$ cat src/rtl/pipe_ctrl_unit.sv
// pipe_ctrl_unit: ID decode to control word, ID/EX, EX/MEM, MEM/WB control
// registers, load-use stall/bubble, EX flush, saturating illegal-op counter.
// Ports: ID fields in (id_valid_i, opcode/funct/rs/rd), flush_i in;
// stall_o, illegal_o, illegal_cnt_o, per-stage ex_/mem_/wb_ controls out.
module pipe_ctrl_unit #(
   parameter int REG_AW    = 5,
   parameter bit HAZARD_EN = 1'b1,
   parameter int CNT_W     = 8
) (
   input  logic              clk,
   input  logic              rst_n,
   input  logic              id_valid_i,
   input  logic [6:0]        opcode_i,
   input  logic [2:0]        funct3_i,
   input  logic              funct7b5_i,
   input  logic [REG_AW-1:0] rs1_i,
   input  logic [REG_AW-1:0] rs2_i,
   input  logic [REG_AW-1:0] rd_i,
   input  logic              flush_i,
   output logic              stall_o,
   output logic              illegal_o,
   output logic [CNT_W-1:0]  illegal_cnt_o,
   output logic              ex_alusrc_o,
   output logic              ex_branch_o,
   output logic [1:0]        ex_aluop_o,
   output logic [1:0]        ex_imm_o,
   output logic              ex_sub_o,
   output logic [REG_AW-1:0] ex_rd_o,
   output logic              mem_read_o,
   output logic              mem_write_o,
   output logic [REG_AW-1:0] mem_rd_o,
   output logic              wb_regwrite_o,
   output logic              wb_memtoreg_o,
   output logic [REG_AW-1:0] wb_rd_o
);

   localparam logic [6:0] OP_R    = 7'b0110011;
   localparam logic [6:0] OP_IALU = 7'b0010011;
   localparam logic [6:0] OP_LOAD = 7'b0000011;
   localparam logic [6:0] OP_STORE= 7'b0100011;
   localparam logic [6:0] OP_BR   = 7'b1100011;
   localparam logic [6:0] OP_NOP  = 7'b0000000;

   typedef struct packed {
      logic              aluSrc;
      logic              memToReg;
      logic              regWrite;
      logic              memRead;
      logic              memWrite;
      logic              branch;
      logic [1:0]        aluOp;
      logic [1:0]        imm;
      logic              sub;
      logic [REG_AW-1:0] rd;
   } ex_t;

   typedef struct packed {
      logic              memToReg;
      logic              regWrite;
      logic              memRead;
      logic              memWrite;
      logic [REG_AW-1:0] rd;
   } mem_t;

   typedef struct packed {
      logic              memToReg;
      logic              regWrite;
      logic [REG_AW-1:0] rd;
   } wb_t;

   ex_t  idWord, exW, exNext;
   mem_t memW;
   wb_t  wbW;
   logic knownOp, carriesRd, useRs1, useRs2;
   logic hazard;
   logic [CNT_W-1:0] illegalCnt;

   always_comb begin
      idWord    = '0;
      knownOp   = 1'b1;
      carriesRd = 1'b0;
      useRs1    = 1'b0;
      useRs2    = 1'b0;
      case (opcode_i)
         OP_R: begin
            idWord.regWrite = 1'b1;
            idWord.aluOp    = 2'b10;
            idWord.imm      = 2'b11;
            idWord.sub      = (funct3_i == 3'b000) && funct7b5_i;
            carriesRd = 1'b1;
            useRs1    = 1'b1;
            useRs2    = 1'b1;
         end
         OP_IALU: begin
            idWord.aluSrc   = 1'b1;
            idWord.regWrite = 1'b1;
            idWord.aluOp    = 2'b10;
            carriesRd = 1'b1;
            useRs1    = 1'b1;
         end
         OP_LOAD: begin
            idWord.aluSrc   = 1'b1;
            idWord.memToReg = 1'b1;
            idWord.regWrite = 1'b1;
            idWord.memRead  = 1'b1;
            carriesRd = 1'b1;
            useRs1    = 1'b1;
         end
         OP_STORE: begin
            idWord.aluSrc   = 1'b1;
            idWord.memWrite = 1'b1;
            idWord.imm      = 2'b01;
            carriesRd = 1'b1;
            useRs1    = 1'b1;
            useRs2    = 1'b1;
         end
         OP_BR: begin
            idWord.branch = 1'b1;
            idWord.aluOp  = 2'b01;
            idWord.imm    = 2'b10;
            carriesRd = 1'b1;
            useRs1    = 1'b1;
            useRs2    = 1'b1;
         end
         OP_NOP:  ;
         default: knownOp = 1'b0;
      endcase
      if (carriesRd) idWord.rd = rd_i;
      // x0 is never written back
      if (rd_i == '0) idWord.regWrite = 1'b0;
      if (!id_valid_i) idWord = '0;
   end

   assign illegal_o = id_valid_i & ~knownOp;

   // Only a real ID instruction can depend on the load in EX
   assign hazard = exW.memRead && (exW.rd != '0) && id_valid_i &&
                   ((useRs1 && (rs1_i == exW.rd)) ||
                    (useRs2 && (rs2_i == exW.rd)));

   assign stall_o = HAZARD_EN && hazard && !flush_i;

   always_comb begin
      exNext = idWord;
      if (flush_i || stall_o) exNext = '0;
   end

   always_ff @(posedge clk or negedge rst_n) begin
      if (!rst_n) begin
         exW  <= '0;
         memW <= '0;
         wbW  <= '0;
      end else begin
         exW  <= exNext;
         memW <= '{memToReg: exW.memToReg, regWrite: exW.regWrite,
                   memRead:  exW.memRead,  memWrite: exW.memWrite,
                   rd:       exW.rd};
         wbW  <= '{memToReg: memW.memToReg, regWrite: memW.regWrite,
                   rd:       memW.rd};
      end
   end

   always_ff @(posedge clk or negedge rst_n) begin
      if (!rst_n) begin
         illegalCnt <= '0;
      end else if (illegal_o && !stall_o && !flush_i &&
                   (illegalCnt != '1)) begin
         illegalCnt <= illegalCnt + CNT_W'(1);
      end
   end

   assign illegal_cnt_o = illegalCnt;
   assign ex_alusrc_o   = exW.aluSrc;
   assign ex_branch_o   = exW.branch;
   assign ex_aluop_o    = exW.aluOp;
   assign ex_imm_o      = exW.imm;
   assign ex_sub_o      = exW.sub;
   assign ex_rd_o       = exW.rd;
   assign mem_read_o    = memW.memRead;
   assign mem_write_o   = memW.memWrite;
   assign mem_rd_o      = memW.rd;
   assign wb_regwrite_o = wbW.regWrite;
   assign wb_memtoreg_o = wbW.memToReg;
   assign wb_rd_o       = wbW.rd;

endmodule

$ cat config.mk
export PLATFORM = sky130hd
export DESIGN_NAME = pipe_ctrl_unit
export DESIGN_NICKNAME = d
export VERILOG_FILES = /design/src/rtl/pipe_ctrl_unit.sv
export SDC_FILE = /design/constraint.sdc
export NUM_CORES = 1
export LEC_CHECK = 0
export CORE_ASPECT_RATIO = 0.8
export CORE_MARGIN = 2
export CORE_UTILIZATION = 30
export CTS_CLUSTER_SIZE = 30
export DETAILED_ROUTE_END_ITERATION = 10
export PLACE_DENSITY = 0.64
export SYNTH_ARGS = -nofsm -noshare
export SYNTH_HDL_FRONTEND = slang
export SYNTH_SLANG_ARGS = --single-unit
$ cat constraint.sdc
create_clock -name clk -period 3.7 [get_ports clk]
set_input_delay 0.37 -clock clk [delete_from_list [all_inputs] [get_ports clk]]
set_output_delay 0.37 -clock clk [all_outputs]
set_load 0.02 [all_outputs]
==> results.md <==
- Status: completed
- Syn Nets: 164
- Total Wirelength: 3.49 mm
- Port Buffers: 65
- CP Class: primary input to output pin
- Die Footprint: 6070 sq um
- Non-Filler Instances: 255
- Die Span X: 86.6 um
- Initial DRC Count: 71
- Routability Congestion: 0.816
- DR vias/cell: 4.63
- Synth async-reset ratio: 1.00
- Vias in the first global route: 1146
- Min cycle time layout: 3.16 ns
- Leakage power: 1.00 nW
- Comb power frac: 0.200
- CTS H-tree lvls: 2
- Core Box Area: 5380 sq um
- Clk_skew: 0.00708 ns
- Post-layout util: 0.444
- Placed Area: 2250 sq um
- Min-Delay Path Class: primary input to asynchronous set/reset pin
- Initial antenna violation count: 0
- Yosys top cell by area: dfrtp_1
- I/O pins: 66
- Bufs on Longest Clock Path: 2
- Netlist cell types: 37
- Internal power: 0.825 mW
- Data required, critical path: 3.33 ns
- # fillers: 503
- Final Cycle Share: 0.855
- Antenna cells: 0
- Initial core utilization: 0.305
- Most common library cells after synthesis: 37 x dfrtp_1, 16 x xnor2_1, 14 x buf_4, 6 x nor3_1
- Inst Count DP: 247
- First-pass DRT Iterations: 6
- Largest net degree at the start of global routing: 38
- Final hold vios: 0
- Cells after synthesis: 133
- Routed via count: 1181
- DR WL/cell: 13.7 um
- # setup viols final: 0
- Design area: 2380 sq um
- Synth Flop Type: dfrtp_1
- Rel. slew slack: 0.459
- Worst-margin pin slew: 0.812 ns
- FF+latch count, synth: 37
- Std-Cell Rows: 24
- Share of cells above drive strength 1: 0.0895
- TritonCTS clock tree: built
- Crit path capture type: output pin
- Critical path arrival: 2.79 ns
- Switching pwr: 0.287 mW
- CP Max Fanout: 10
- PnR worst setup slack: 0.538 ns
- Routed Antenna Nets: 0
- # hold bufs at CTS: 0
- Dpl ws: 0.532 ns
- Share of the synthesized area in the top cell type: 0.565
- Clk pin slew, worst setup/hold paths: 0.08 ns
- HPWL after DPL: 2.73 mm
- CTS sink count: 37
- P&R area growth vs syn: 45.5%
- Grt ovf: 0
- Height of the die: 70.1 um
- Unrepaired setup endpoints after global routing: no
- Layout net count: 220
- Crit path launch type: primary input
- Synthesized cell area: 1640 sq um
- Max Cap Violations: 0
- VDD IR max: 0.203 mV
- Post-CTS Repair Setup Buffers: 0
- # resized after CTS: 0
- Sw Share: 0.258
- GRT Total Usage: 0.120
- Seq/Total Area, Yosys: 0.565
- Fin. max-slew vios: 0
- PD cells: 466 nW/um^2
- Yosys warnings: 0
- Setup_tns: 0 ns
- CTS buffer count: 5
- Synth top area cells: dfrtp_1 56%, xnor2_1 8.5%, buf_4 6.4%, and4_1 2.7%, nand4_1 1.9%
- Clock power share: 0.373
- Syn_area_per_cell: 12.3 sq um
- Peak Freq: 0.316 GHz
- Drt drc: 0
- Clock Latency Late Sink: 0.29 ns
- Final Power: 1.11 mW
- Post-synth EDFFs: 0
- Count leader, synth: dfrtp_1
- First-pass GRT wire length: 5.57 mm
- Final hold slack: 0.174 ns
- Clock root buffer: clkbuf_8
- Flop pwr share: 0.427
-- placed cells by master (no fill, tap or decap), drive strengths merged --
cell,instances
a311oi,2
a21boi,1
dfrtp,37
and4,5
o21ai,1
nand4b,1
mux2,1
or2,1
xnor2,16
nor2,5
nand4,5
o21a,1
nand3,4
nor4,4
or4,1
nor3,6
buf,2
and4bb,1
and3,2
nand2b,2
nor4b,1
o2111ai,1
a21oi,1
o311a,1
a2111oi,1
xor2,2
ha,1
inv,3
and2,1
clkdlybuf4s50,64
nand2,6
a31o,1
and2b,1
clkbuf,5
or3,1
bufinv,2
-- metal layers --
metal  up-vias  GRT usage  wire, um
met2        37      0.176      1560
met4         0     0.0625        82
met5         -          0         0
li1        573          -         -
met3         6     0.0296       189
met1       565      0.163      1650
-- power by group through the flow --
stage / combinational (mW) / sequential, mW / clock, mW
3_5_place_dp: 0.226 / 0.482 / 0
5_1_grt: 0.238 / 0.480 / 0.446
4_1_cts: 0.226 / 0.475 / 0.425
3_3_place_gp: 0.220 / 0.482 / 0
2_1_floorplan: 0.0696 / 0.514 / 0
6_report: 0.222 / 0.475 / 0.415
-- final cells by class --
class	instances	area (sq um)	area share
flip-flops and latches	37	926	0.388
multi-input cells	77	579	0.243
clock inverters	3	68.8	0.0289
inverters	2	7.51	0.00315
clock buffers	5	68.8	0.0289
repair buffers	66	653	0.274
well taps	65	81.3	0.0341
-- cell families after synthesis --
logic type,synth area share
simple gates,0.173
fa+ha+maj,0.00763
xor+xnor,0.0962
buf+inv,0.0817
mux,0.00687
flops,0.565
compound gates,0.0702
-- registers in the layout, summed over array words and instances, names as in the netlist --
name	count
memW	1
wb_memtoreg_o	1
ex_rd_o	5
mem_read_o	1
ex_imm_o	2
illegal_cnt_o	8
wb_rd_o	5
exW	3
ex_alusrc_o	1
ex_branch_o	1
mem_rd_o	5
ex_sub_o	1
mem_write_o	1
ex_aluop_o	1
wb_regwrite_o	1
-- critical path: stages --
cell             delay, ns
clkdlybuf4s50_1       0.42
and4bb_2              0.40
nand2_2               0.14
a2111oi_4             0.36
o21a_1                0.33
and2b_1               0.18
clkdlybuf4s50_1       0.60
-- final timing paths --
| kind | startpoint | endpoint | slack, ns | cells past startpoint |
|---|---|---|---|---|
| hold / removal | rst_n | ex_branch_o | 0.17 | 1 |
| setup reg to reg | illegal_cnt_o[0] | illegal_cnt_o[1] | 1.59 | 5 |
| hold reg to reg | exW[13] | memW[7] | 0.34 | 0 |
| min in group clk | exW[13] | memW[7] | 0.34 | 0 |
| setup / recovery | opcode_i[2] | stall_o | 0.54 | 7 |
| max in group asynchronous | rst_n | ex_imm_o[1] | 3.01 | 1 |
No activity file was read; power rests on OpenSTA's default activity.
